**src/rtl/multicycle_control.sv**
```systemverilog
// rtl/multicycle_control.sv - multi-cycle RV32 control unit (DECODE/EXEC/MEM/WB sequencer)
module multicycle_control #(
    parameter int MUL_LATENCY = 4,
    parameter int ALU_CTRL_W  = 4
) (
    input  logic                  clk,
    input  logic                  reset,
    input  logic                  instr_valid,
    output logic                  instr_ready,
    input  logic [31:0]           instr,
    input  logic                  mem_done,
    output logic [ALU_CTRL_W-1:0] alu_control,
    output logic                  alu_src_imm,
    output logic                  mem_read,
    output logic                  mem_write,
    output logic                  mem_to_reg,
    output logic                  regwrite_control,
    output logic [4:0]            rd_addr,
    output logic                  illegal,
    output logic                  busy
);

    typedef enum logic [2:0] {
        S_IDLE,
        S_DECODE,
        S_EXEC,
        S_MEM,
        S_WB
    } state_t;

    typedef struct packed {
        logic       legal;
        logic [3:0] alu;
        logic       imm;
        logic       load;
        logic       store;
        logic       mul;
    } dec_t;

    // MUL stays in EXEC while the counter is non-zero, so loading LATENCY-1 gives LATENCY cycles
    localparam logic [3:0] CNT_INIT = 4'(MUL_LATENCY - 1);

    function automatic dec_t decode(input logic [6:0] op, input logic [2:0] f3, input logic [6:0] f7);
        dec_t d;
        d = '0;
        case (op)
            7'h33: begin
                if (f7 == 7'h00) begin
                    d.legal = (f3 != 3'd3);
                    case (f3)
                        3'd0: d.alu = 4'b0010;
                        3'd1: d.alu = 4'b0011;
                        3'd2: begin
                            d.alu = 4'b0110;
                            d.mul = 1'b1;
                        end
                        3'd4: d.alu = 4'b0111;
                        3'd5: d.alu = 4'b0101;
                        3'd6: d.alu = 4'b0001;
                        3'd7: d.alu = 4'b0000;
                        default: d.alu = 4'b0000;
                    endcase
                end else if (f7 == 7'h20 && f3 == 3'd0) begin
                    d.legal = 1'b1;
                    d.alu   = 4'b0100;
                end
            end
            7'h13: begin
                d.imm = 1'b1;
                case (f3)
                    3'd0: begin d.legal = 1'b1; d.alu = 4'b0010; end
                    3'd4: begin d.legal = 1'b1; d.alu = 4'b0111; end
                    3'd6: begin d.legal = 1'b1; d.alu = 4'b0001; end
                    3'd7: begin d.legal = 1'b1; d.alu = 4'b0000; end
                    3'd1: begin d.legal = (f7 == 7'h00); d.alu = 4'b0011; end
                    3'd5: begin d.legal = (f7 == 7'h00); d.alu = 4'b0101; end
                    default: d.legal = 1'b0;
                endcase
            end
            7'h03: begin
                if (f3 == 3'd2) begin
                    d.legal = 1'b1;
                    d.alu   = 4'b0010;
                    d.imm   = 1'b1;
                    d.load  = 1'b1;
                end
            end
            7'h23: begin
                if (f3 == 3'd2) begin
                    d.legal = 1'b1;
                    d.alu   = 4'b0010;
                    d.imm   = 1'b1;
                    d.store = 1'b1;
                end
            end
            default: d = '0;
        endcase
        return d;
    endfunction

    state_t                  state_q, state_d;
    logic [31:0]             instr_word_q, instr_word_d;
    logic [3:0]              cnt_q, cnt_d;
    logic                    is_load_q, is_load_d;
    logic                    is_store_q, is_store_d;
    logic                    instr_ready_q, instr_ready_d;
    logic                    busy_q, busy_d;
    logic                    illegal_q, illegal_d;
    logic [ALU_CTRL_W-1:0]   alu_control_q, alu_control_d;
    logic                    alu_src_imm_q, alu_src_imm_d;
    logic                    mem_to_reg_q, mem_to_reg_d;
    logic                    mem_read_q, mem_read_d;
    logic                    mem_write_q, mem_write_d;
    logic                    regwrite_q, regwrite_d;
    logic [4:0]              rd_addr_q, rd_addr_d;

    dec_t dec_in;
    dec_t dec_q;
    logic unused_ok;

    assign dec_in    = decode(instr[6:0], instr[14:12], instr[31:25]);
    assign dec_q     = decode(instr_word_q[6:0], instr_word_q[14:12], instr_word_q[31:25]);
    assign unused_ok = ^{instr_word_q[24:15], dec_in.alu, dec_in.imm, dec_in.load, dec_in.store, dec_in.mul};

    // Next-state and next-output logic; every output flop is loaded from its value for the next state
    always_comb begin
        state_d       = state_q;
        instr_word_d  = instr_word_q;
        cnt_d         = cnt_q;
        is_load_d     = is_load_q;
        is_store_d    = is_store_q;
        alu_control_d = alu_control_q;
        alu_src_imm_d = alu_src_imm_q;
        mem_to_reg_d  = mem_to_reg_q;
        rd_addr_d     = rd_addr_q;
        illegal_d     = 1'b0;

        case (state_q)
            S_IDLE: begin
                if (instr_valid) begin
                    instr_word_d = instr;
                    illegal_d    = !dec_in.legal;
                    state_d      = S_DECODE;
                end
            end
            S_DECODE: begin
                if (!dec_q.legal) begin
                    state_d = S_IDLE;
                end else begin
                    alu_control_d = ALU_CTRL_W'(dec_q.alu);
                    alu_src_imm_d = dec_q.imm;
                    mem_to_reg_d  = dec_q.load;
                    rd_addr_d     = instr_word_q[11:7];
                    is_load_d     = dec_q.load;
                    is_store_d    = dec_q.store;
                    cnt_d         = dec_q.mul ? CNT_INIT : 4'd0;
                    state_d       = S_EXEC;
                end
            end
            S_EXEC: begin
                if (cnt_q != 4'd0) begin
                    cnt_d = cnt_q - 4'd1;
                end else if (is_load_q || is_store_q) begin
                    state_d = S_MEM;
                end else begin
                    state_d = S_WB;
                end
            end
            S_MEM: begin
                if (mem_done) begin
                    state_d = is_load_q ? S_WB : S_IDLE;
                end
            end
            S_WB: begin
                state_d = S_IDLE;
            end
            default: begin
                state_d = S_IDLE;
            end
        endcase

        // Latched controls only live for the duration of one instruction
        if (state_d == S_IDLE) begin
            alu_control_d = '0;
            alu_src_imm_d = 1'b0;
            mem_to_reg_d  = 1'b0;
            rd_addr_d     = 5'd0;
            is_load_d     = 1'b0;
            is_store_d    = 1'b0;
        end

        instr_ready_d = (state_d == S_IDLE);
        busy_d        = (state_d != S_IDLE);
        mem_read_d    = (state_d == S_MEM) && is_load_d;
        mem_write_d   = (state_d == S_MEM) && is_store_d;
        regwrite_d    = (state_d == S_WB) && (rd_addr_d != 5'd0);
    end

    // State and output registers; reset abandons any instruction in flight
    always_ff @(posedge clk) begin
        if (reset) begin
            state_q       <= S_IDLE;
            instr_word_q  <= '0;
            cnt_q         <= '0;
            is_load_q     <= 1'b0;
            is_store_q    <= 1'b0;
            instr_ready_q <= 1'b1;
            busy_q        <= 1'b0;
            illegal_q     <= 1'b0;
            alu_control_q <= '0;
            alu_src_imm_q <= 1'b0;
            mem_to_reg_q  <= 1'b0;
            mem_read_q    <= 1'b0;
            mem_write_q   <= 1'b0;
            regwrite_q    <= 1'b0;
            rd_addr_q     <= '0;
        end else begin
            state_q       <= state_d;
            instr_word_q  <= instr_word_d;
            cnt_q         <= cnt_d;
            is_load_q     <= is_load_d;
            is_store_q    <= is_store_d;
            instr_ready_q <= instr_ready_d;
            busy_q        <= busy_d;
            illegal_q     <= illegal_d;
            alu_control_q <= alu_control_d;
            alu_src_imm_q <= alu_src_imm_d;
            mem_to_reg_q  <= mem_to_reg_d;
            mem_read_q    <= mem_read_d;
            mem_write_q   <= mem_write_d;
            regwrite_q    <= regwrite_d;
            rd_addr_q     <= rd_addr_d;
        end
    end

    assign instr_ready      = instr_ready_q;
    assign busy             = busy_q;
    assign illegal          = illegal_q;
    assign alu_control      = alu_control_q;
    assign alu_src_imm      = alu_src_imm_q;
    assign mem_to_reg       = mem_to_reg_q;
    assign mem_read         = mem_read_q;
    assign mem_write        = mem_write_q;
    assign regwrite_control = regwrite_q;
    assign rd_addr          = rd_addr_q;

endmodule

```
**config.mk**
```make
export PLATFORM = sky130hd
export DESIGN_NAME = multicycle_control
export DESIGN_NICKNAME = d
export VERILOG_FILES = /design/src/rtl/multicycle_control.sv
export SDC_FILE = /design/constraint.sdc
export NUM_CORES = 1
export LEC_CHECK = 0
export ABC_CLOCK_PERIOD_IN_PS = 2300
export CELL_PAD_IN_SITES_DETAIL_PLACEMENT = 0
export CELL_PAD_IN_SITES_GLOBAL_PLACEMENT = 2
export CORE_UTILIZATION = 27
export DETAILED_ROUTE_END_ITERATION = 8
export PLACE_DENSITY = 0.83
export SYNTH_ARGS = -nofsm -noshare
export SYNTH_HDL_FRONTEND = slang
export SYNTH_SLANG_ARGS = --single-unit
```
**constraint.sdc**
```tcl
create_clock -name clk -period 2.3 [get_ports clk]
set_input_delay 0.69 -clock clk [delete_from_list [all_inputs] [get_ports clk]]
set_output_delay 0.69 -clock clk [all_outputs]
set_load 0.005 [all_outputs]
```
# Yosys cells after proc, flatten, opt, wreduce, memory -nomap -nowiden

Index checks and enable logic that the tools add are counted.

$add $sub $neg: 1
Equality and inequality tests: 31
Multiplexer cells: 42
Bitwise operators: 2
Reduce and logical (&&, ||, !) cells: 26

Operator list:

| cell               | count |
|---|---|
| $eq 7x6->1 const B | 6 |
| $pmux 5 s4         | 2 |
| $pmux 3 s6         | 2 |
| $mux 5             | 7 |
| $pmux 3 s5         | 2 |
| $eq 3x3->1 const B | 9 |
| $eq 3x2->1 const B | 5 |
| $mux 3             | 5 |
| $eq 7x2->1 const B | 2 |
| $eq 7x5->1 const B | 2 |
| $logic_not 7->1    | 2 |
| $mux 7             | 2 |
| $logic_not 3->1    | 4 |
| $mux 6             | 2 |
| $pmux 3 s4         | 1 |
| $mux 1             | 11 |
| $eq 3x1->1 const B | 3 |
| $mux 4             | 2 |
| $pmux 4 s2         | 1 |
| $reduce_or 4->1    | 2 |
| $ne 3x2->1 const B | 2 |
| $reduce_or 2->1    | 3 |
| $logic_and 1x1->1  | 5 |
| $reduce_bool 5->1  | 1 |
| 14 further kinds   | 19 |

Register bits: 58
Input port bits: 36
Output and inout port bits: 17
Logic and storage cells: 117

# Depth between registers and ports, before layout

Gate-level depths: netlist of run 1.

Word-level depth: 11
Depth in mapped cells: 9
Depth with buffers taken out: 8

# Least setup slack after synthesis of run 1

Ideal clock, no wire load.

Path type: reg-to-reg
From: reg instr_word_q[25]
To: reg alu_control_q[0], in the netlist alu_control[0]
Setup time: 70 ps
Data arrival time: 1819 ps
Required time: 2230 ps
Path slack: 412 ps
Stages on the path, launching flop included: 7
Path buffers: 0
Period minus slack after synthesis: 1888 ps
Cell sequence: dfxtp_1 nor4_4 nand2_1 a2111oi_2 o31ai_1 or4_1 a21oi_1

Longest elaborated chain between the ends: 9
Elaborated cells between the ends (all ways): 12
Classes of those cells: eq/ne: 1; mux: 6; reduce/logical: 5

Ends and longest elaborated chain:

| what                             | RTL line | RTL |
|---|---|---|
| start: declaration               | 102      | `logic [31:0] instr_word_q, instr_word_d;` |
| start signal: assignment         | 219      | `instr_word_q <= instr_word_d;` |
| $eq 7x6->1                       | 63       | `end else if (f7 == 7'h20 && f3 == 3'd0) begin` |
| $logic_and 1x1->1                | 63       |  |
| $mux 5                           | 63       |  |
| $mux 5                           | 48       | `if (f7 == 7'h00) begin` |
| $pmux 5 s4 (*)                   | 46       | `case (op)` |
| $mux 2                           | 147      | `if (!dec_q.legal) begin` |
| $pmux 3 s4                       | 138      | `case (state_q)` |
| $logic_not 3->1                  | 183      | `if (state_d == S_IDLE) begin` |
| $reduce_or 2->1 (no source line) | -        |  |
| end signal: assignment           | 226      | `alu_control_q <= alu_control_d;` |
| end: declaration                 | 109      | `logic [ALU_CTRL_W-1:0] alu_control_q, alu_control_d;` |

Mark *: on every way between the ends. The rest lies on a longest branch, timed or not.
A chain may end at the register's enable or synchronous reset.

# Final worst setup path of run 1

Ends and elaborated chain as after synthesis.

==> results of run 1 <==
[synthesized netlist by cell type (3+ instances only)]
cell | instances | share of area
a21oi_1 | 34 | 0.081
nor2b_1 | 4 | 0.012
nand2_1 | 59 | 0.11
mux2i_1 | 6 | 0.029
nand2b_1 | 3 | 0.0089
buf_2 | 3 | 0.0071
nor3_1 | 5 | 0.012
o21ai_0 | 6 | 0.014
a31oi_1 | 3 | 0.0089
nor3b_1 | 4 | 0.014
a211oi_1 | 3 | 0.011
nor4_1 | 3 | 0.0089
clkbuf_1 | 8 | 0.014
inv_1 | 7 | 0.013
nand3_1 | 5 | 0.012
dfxtp_1 | 47 | 0.45
nor2_1 | 23 | 0.041
[cell type report]
type / count / area share
clock inverters: 1 / 0.00183
inverters: 8 / 0.0110
flip-flops and latches: 47 / 0.344
repair buffers: 50 / 0.175
well taps: 99 / 0.0454
clock buffers: 7 / 0.0279
multi-input cells: 193 / 0.394
[cell families (layout without fill, tap and decap cells)]
family | Yosys count | after routing | synth area share
and+or+nand+nor | 122 | 122 | 0.285
AOI/OAI and AO/OA | 60 | 60 | 0.174
DFF | 47 | 47 | 0.448
buffers and inverters | 21 | 66 | 0.0447
muxes | 6 | 6 | 0.0286
xor gates and xnor gates | 3 | 3 | 0.0125
adders and majority gates | 1 | 1 | 0.00595
other | 1 | 1 | 0.00179
[worst register-to-register path, stage by stage, from the launching register on]
cell,delay (ps)
dfxtp_1,340
nor4_4,350
nand2_1,170
a2111oi_2,400
o31ai_2,160
or4_1,530
a21oi_1,140
[metal layers]
layer	vias up	track usage	routed length, microns
li1	985	-	-
met2	37	0.202	2220
met1	858	0.170	2440
met4	0	0.0497	74
met5	-	0	0
met3	7	0.0288	175
[metrics by stage]
step	instance area, sq um	total power [mW]	cells	utilization
after floorplan	2100	0.979	261	-
after global placement	2650	1.07	397	0.360
after detailed placement	2650	1.07	397	0.360
after global routing	2730	1.60	405	0.371
final	2730	1.52	405	0.371
after CTS	2730	1.54	405	0.371
[cell usage in the layout (no fill, tap or decap), drive strengths merged, types with 2 or more instances in the layout]
cell,netlist,routed
a21oi,34,34
inv,8,8
clkdlybuf4s50,0,41
buf,5,9
nor4,4,4
xor2,2,2
nor3,5,5
or4,2,2
nor4b,3,3
clkbuf,8,7
nand2,59,59
nor3b,4,4
nor2b,4,4
nand3,6,6
nand2b,3,3
nor2,23,23
o21ai,7,7
and3,2,2
a31oi,3,3
or3,2,2
dfxtp,47,47
a2111oi,2,2
mux2i,6,6
a211oi,3,3
[worst max-delay path by stage]
stage | to | slack [ps] | cells past startpoint
after floorplan | alu_control[0] | 410 | 6
after global placement | rd_addr[0] | 60 | 7
after detailed placement | rd_addr[2] | 60 | 7
after CTS | alu_control[0] | 120 | 6
after global routing | alu_control[0] | 30 | 6
final | alu_control[0] | 150 | 6
[power by group through the flow]
stage	Clock [mW]	Combinational, mW	Sequential (mW)
final	0.474	0.179	0.868
after global routing	0.524	0.200	0.872
after CTS	0.490	0.181	0.868
after detailed placement	0	0.180	0.887
after global placement	0	0.180	0.887
after floorplan	0	0.101	0.878
==> summary.md, run 1 <==
| Metric | Value |
|---|---|
| Multi-input logic area | 0.00108 sq mm |
| Sequential share of the synthesized area | 0.448 |
| CTS tree | built |
| Slew Limit Headroom | 0.619 |
| Reg-to-reg startpoint | instr_word_q[25] |
| ANT nets after route | 0 |
| Row cnt | 31 |
| PwrDens | 557 mW/mm^2 |
| Syn Nets | 298 |
| Root Buffer | clkbuf_8 |
| Slew Limit Fails | 0 |
| R2R cell count | 6 |
| Setup TNS | 0 ps |
| Sw Ratio | 0.248 |
| Clock Latency Late Sink | 290 ps |
| Area Overhead vs Synth | 30.0% |
| Register area | 941 sq um |
| Worst Setup Path Type | reg -> reg |
| Detailed-route via count | 1887 |
| Inserted Clock Buffers | 5 |
| Vias/cell | 4.66 |
| Die X | 90.2 microns |
| Worst Hold Class | reg -> reg |
| Unique cell type count in the Yosys netlist | 49 |
| Clock tree buffer depth | 2 |
| Clock sink count | 47 |
| Routed WL | 4.91 mm |
| Clock share of power | 0.311 |
| CP startpoint kind | register |
| Final setup violation count | 0 |
| Die Span Y | 90.2 microns |
| Fin Hold WS | 465 ps |
| Fmax | 464 MHz |
| Drt drc | 0 |
| CP max stage cell | or4_1 |
| GRT overflow | 0 |
| Comb pwr share | 0.118 |
| DRT iter0 DRCs | 100 |
| Hold Path Origin | alu_control[0] |
| Final worst slack | 146 ps |
| Period utilisation layout | 0.936 |
| Antenna Cells | 0 |
| Layout cells sized above 1 | 0.0817 |
| Filler instances | 783 |
| Starting Density | 0.285 |
| Setup Buffers After CTS | 0 |
| Die area | 0.00814 sq mm |
| Crit path max fanout | 5 |
| Gr usage total | 0.129 |
| Worst-margin pin slew | 566 ps |
| GPL Wtd Cong | 0.792 |
| Int Pwr | 1.14 mW |
| Cts repair resizes | 0 |
| Leak pwr | 1.00 nW |
| First-pass GRT wire length | 8.54 mm |
| Reg power frac | 0.571 |
| Worst Hold Endpoint | alu_control[0] |
| Most flops, register | instr_word_q |
| Fin. Hold Viols | 0 |
| WHS Path Cells | 2 |
| Post-place setup slack | 57.9 ps |
| R2R Setup Slk | 150 ps |
| Endpoint type of the worst setup path | register |
| H-tree depth | 2 |
| Clk_skew | 8.37 ps |
| Clk slew on worst S/H paths | 90 ps |
| Outcome | complete, no violations |
| Worst setup path start | instr_word_q[25] |
| Critical Path RT | 2530 ps |
| Hold buffers post-CTS | 0 |
| Largest net degree at the start of global routing | 33 |
| Max-Cap Viols | 0 |
| Switching pwr | 0.377 mW |
| Final min period | 2150 ps |
| Post-synth top flop | dfxtp_1 |
| Core area | 0.00737 sq mm |
| HPWL Detailed | 3.63 mm |
| Largest register FFs | 22 |
| Post-DR wirelength/cell | 12.1 microns |
| Crit-path max cell delay | 530 ps |
| Initial antenna violation count | 0 |
| Async S/R FF share, synth | 0 |
| RSZ-0062 raised after global routing | no |
| Synth Register Bits | 47 |
| Number of synthesized flops with an enable pin | 0 |
| Final nets | 342 |
| Synth Instances | 261 |
| WP buf/inv | 0 |
| CP cell instances | nor4_4 -> nand2_1 -> a2111oi_2 -> o31ai_2 -> or4_1 -> a21oi_1 |
| VDD IR max | 0.207 mV |
| Port Buf Inserts | 41 |
| Vias in the first global route | 1808 |
| Delay-heaviest family, CP | simple AND/OR/NAND/NOR gates |
| Crit path DAT | 2380 ps |
| Synth Warn # | 0 |
| Syn Std Cell Area | 0.00210 sq mm |
| First-pass DRT Iterations | 4 |
| FF-to-FF End | alu_control[0] |
| I/O pin count | 53 |
| Mean post-synth cell area | 8.05 sq um |
Note: power is estimated with default switching activity, not from simulation.
==> run 2, diff against run 1 <==
==> config.mk (replaced) <==
export PLATFORM = sky130hd
export DESIGN_NAME = multicycle_control
export DESIGN_NICKNAME = d
export VERILOG_FILES = /design/src/rtl/multicycle_control.sv
export SDC_FILE = /design/constraint.sdc
export NUM_CORES = 1
export LEC_CHECK = 0
export ABC_CLOCK_PERIOD_IN_PS = 2500
export CELL_PAD_IN_SITES_DETAIL_PLACEMENT = 0
export CELL_PAD_IN_SITES_GLOBAL_PLACEMENT = 2
export CORE_MARGIN = 1
export CORE_UTILIZATION = 30
export DETAILED_ROUTE_END_ITERATION = 8
export PLACE_DENSITY = 0.91
export SYNTH_ARGS = -nofsm -noshare
export SYNTH_HDL_FRONTEND = slang
export SYNTH_SLANG_ARGS = --single-unit
==> constraint.sdc (replaced) <==
create_clock -name clk -period 2.5 [get_ports clk]
set_input_delay 0.75 -clock clk [delete_from_list [all_inputs] [get_ports clk]]
set_output_delay 0.75 -clock clk [all_outputs]
set_load 0.005 [all_outputs]
==> summary.md, run 2 (synthesis results as in run 1) <==
| Metric | Value |
|---|---|
| Final nets | 339 (was 342) |
| Crit-path max cell delay | 550 ps (was 530 ps) |
| Drt drc | 0 (unchanged) |
| Clk_skew | 17.8 ps (was 8.37 ps) |
| ANT nets after route | 0 (unchanged) |
| Reg-to-reg startpoint | instr_word_q[4] (was instr_word_q[25]) |
| Clock tree buffer depth | 2 (unchanged) |
| Antenna Cells | 0 (unchanged) |
| I/O pin count | 53 (unchanged) |
| CP max stage cell | or4_1 (unchanged) |
| Crit path max fanout | 10 (was 5) |
| Fin util | 0.400 (was 0.371) |
| GRT overflow | 0 (unchanged) |
| Filler instances | 708 (was 783) |
| First-pass GRT wire length | 8.24 mm (was 8.54 mm) |
| First-pass DRT Iterations | 4 (unchanged) |
| Slew Limit Fails | 0 (unchanged) |
| Post-DR wirelength/cell | 12.1 microns (about the same) |
| Inserted Clock Buffers | 5 (unchanged) |
| Setup Buffers After CTS | 0 (unchanged) |
| DRT iter0 DRCs | 88 (was 100) |
| Fin Hold WS | 457 ps (was 465 ps) |
| Post-place setup slack | 209 ps (was 57.9 ps) |
| H-tree depth | 2 (unchanged) |
| Vias in the first global route | 1732 (was 1808) |
| Largest net degree at the start of global routing | 24 (was 33) |
| Most common cell after layout, fill and taps aside | nand2_1 (unchanged) |
| Max-Cap Viols | 0 (unchanged) |
| Outcome | complete, no violations (unchanged) |
| FF-to-FF End | alu_control[0] (unchanged) |
| Post-Layout Inst Area | 0.00272 sq mm (was 0.00273 sq mm) |
| Crit path DAT | 2510 ps (was 2380 ps) |
| Comb pwr share | 0.112 (was 0.118) |
| WP buf/inv | 0 (unchanged) |
| R2R Setup Slk | 220 ps (was 150 ps) |
| Worst Setup Path Type | reg -> reg (unchanged) |
| Fin. Hold Viols | 0 (unchanged) |
| Die Span Y | 85.7 microns (was 90.2 microns) |
| Leak pwr | 0.996 nW (was 1.00 nW) |
| Area Overhead vs Synth | 29.5% (was 30.0%) |
| Routed WL | 4.82 mm (was 4.91 mm) |
| Endpoint type of the worst setup path | register (unchanged) |
| GPL Wtd Cong | 0.764 (was 0.792) |
| CP cell instances | nor4b_4 -> nand3_2 -> a2111oi_2 -> o31ai_2 -> or4_1 -> a21oi_1 (was nor4_4 -> nand2_1 -> a2111oi_2 -> o31ai_2 -> or4_1 -> a21oi_1) |
| Die X | 85.7 microns (was 90.2 microns) |
| Reg power frac | 0.550 (was 0.571) |
| Largest register FFs | 22 (unchanged) |
| Switching pwr | 0.371 mW (was 0.377 mW) |
| Vias/cell | 4.69 (was 4.66) |
| CP startpoint kind | register (unchanged) |
| Hold buffers post-CTS | 0 (unchanged) |
| Clk slew on worst S/H paths | 100 ps (was 90 ps) |
| Worst Hold Endpoint | alu_control[1] (was alu_control[0]) |
| Port Buf Inserts | 41 (unchanged) |
| WHS Path Cells | 2 (unchanged) |
| Most frequent cells in the layout | 59 x nand2_1, 47 x dfxtp_1, 41 x clkdlybuf4s50_1, 34 x a21oi_1, 23 x nor2_1 (unchanged) |
| Layout cells sized above 1 | 0.0792 (was 0.0817) |
| Multi-input logic area | 0.00108 sq mm (unchanged) |
| Register area | 941 sq um (unchanged) |
| Starting Density | 0.309 (was 0.285) |
| Dpl cell area | 0.00262 sq mm (was 0.00265 sq mm) |
| Sw Ratio | 0.256 (was 0.248) |
| Worst Hold Class | reg -> reg (unchanged) |
| Most flops, register | instr_word_q (unchanged) |
| Root Buffer | clkbuf_8 (unchanged) |
| CTS tree | built (unchanged) |
| Hold Path Origin | alu_control[1] (was alu_control[0]) |
| Core area | 0.00679 sq mm (was 0.00737 sq mm) |
| Clock share of power | 0.338 (was 0.311) |
| Critical Path RT | 2730 ps (was 2530 ps) |
| RSZ-0062 raised after global routing | no (unchanged) |
| VDD IR max | 0.245 mV (was 0.207 mV) |
| Clock sink count | 47 (unchanged) |
| Row cnt | 30 (was 31) |
| Setup TNS | 0 ps (unchanged) |
| Initial antenna violation count | 0 (unchanged) |
| Final setup violation count | 0 (unchanged) |
| Delay-heaviest family, CP | simple AND/OR/NAND/NOR gates (unchanged) |
| PwrDens | 534 mW/mm^2 (was 557 mW/mm^2) |
| Slew Limit Headroom | 0.535 (was 0.619) |
| R2R cell count | 6 (unchanged) |
| Worst-margin pin slew | 693 ps (was 566 ps) |
| Gr usage total | 0.142 (was 0.129) |
| Detailed-route via count | 1873 (was 1887) |
| Die area | 0.00734 sq mm (was 0.00814 sq mm) |
| Fmax | 438 MHz (was 464 MHz) |
| Final worst slack | 218 ps (was 146 ps) |
| Int Pwr | 1.08 mW (was 1.14 mW) |
| Period utilisation layout | 0.913 (was 0.936) |
| HPWL Detailed | 3.46 mm (was 3.63 mm) |
| Final min period | 2280 ps (was 2150 ps) |
| Cts repair resizes | 0 (unchanged) |
| Clock Latency Late Sink | 310 ps (was 290 ps) |
## run 2: worst max path at each step
| stage | from | cells after the start | slack, ps | end |
|---|---|---|---|---|
| global route | instr_word_q[14] | 7 | 50 | rd_addr[3] |
| floorplan | instr_word_q[25] | 6 | 610 | alu_control[0] |
| CTS | instr_word_q[25] | 6 | 190 | alu_control[0] |
| detailed placement | instr_valid | 7 | 210 | alu_control[0] |
| global placement | instr_valid | 7 | 220 | rd_addr[1] |
| finish | instr_word_q[4] | 6 | 220 | alu_control[0] |
## run 2: metal layers
metal | share of wire | track usage | up-vias
met5 | 0 | 0 | -
met4 | 0.0091 | 0.0530 | 0
met3 | 0.033 | 0.0308 | 4
met2 | 0.46 | 0.224 | 34
met1 | 0.50 | 0.191 | 850
li1 | - | - | 985
## run 2: worst min-delay path, cell delays in order, from the launching register on
cell	delay (ps)
dfxtp_1	320
nand2_1	50
a21oi_1	50
## run 2: metrics by stage
stage          instances  total power, mW
3_3_place_gp         391            0.978
3_5_place_dp         391            0.980
4_1_cts              399             1.47
2_1_floorplan        261            0.901
6_report             399             1.45
5_1_grt              399             1.53
## run 2: layout make-up
type,instances,area share
well taps,96,0.0442
repair buffers,47,0.167
inverters,8,0.0110
flip-flops and latches,47,0.346
clock buffers,6,0.0304
clock inverters,2,0.00506
multi-input cells,193,0.396
## run 2: power by group through the flow
stage	logic, mW	registers, mW	clock network (mW)
floorplan	0.0931	0.808	0
global placement	0.162	0.816	0
detailed placement	0.163	0.817	0
CTS	0.164	0.799	0.503
global route	0.181	0.804	0.541
finish	0.162	0.799	0.491
==> run 3, diff against run 2 <==
--- a/config.mk
+++ b/config.mk
@@ -12,6 +12,7 @@
 export CORE_UTILIZATION = 30
 export DETAILED_ROUTE_END_ITERATION = 8
 export PLACE_DENSITY = 0.91
+export SLEW_MARGIN = 0
 export SYNTH_ARGS = -nofsm -noshare
 export SYNTH_HDL_FRONTEND = slang
 export SYNTH_SLANG_ARGS = --single-unit
==> results of run 3 <==
No change in the layout: final DEF, timing and power equal those of run 2.
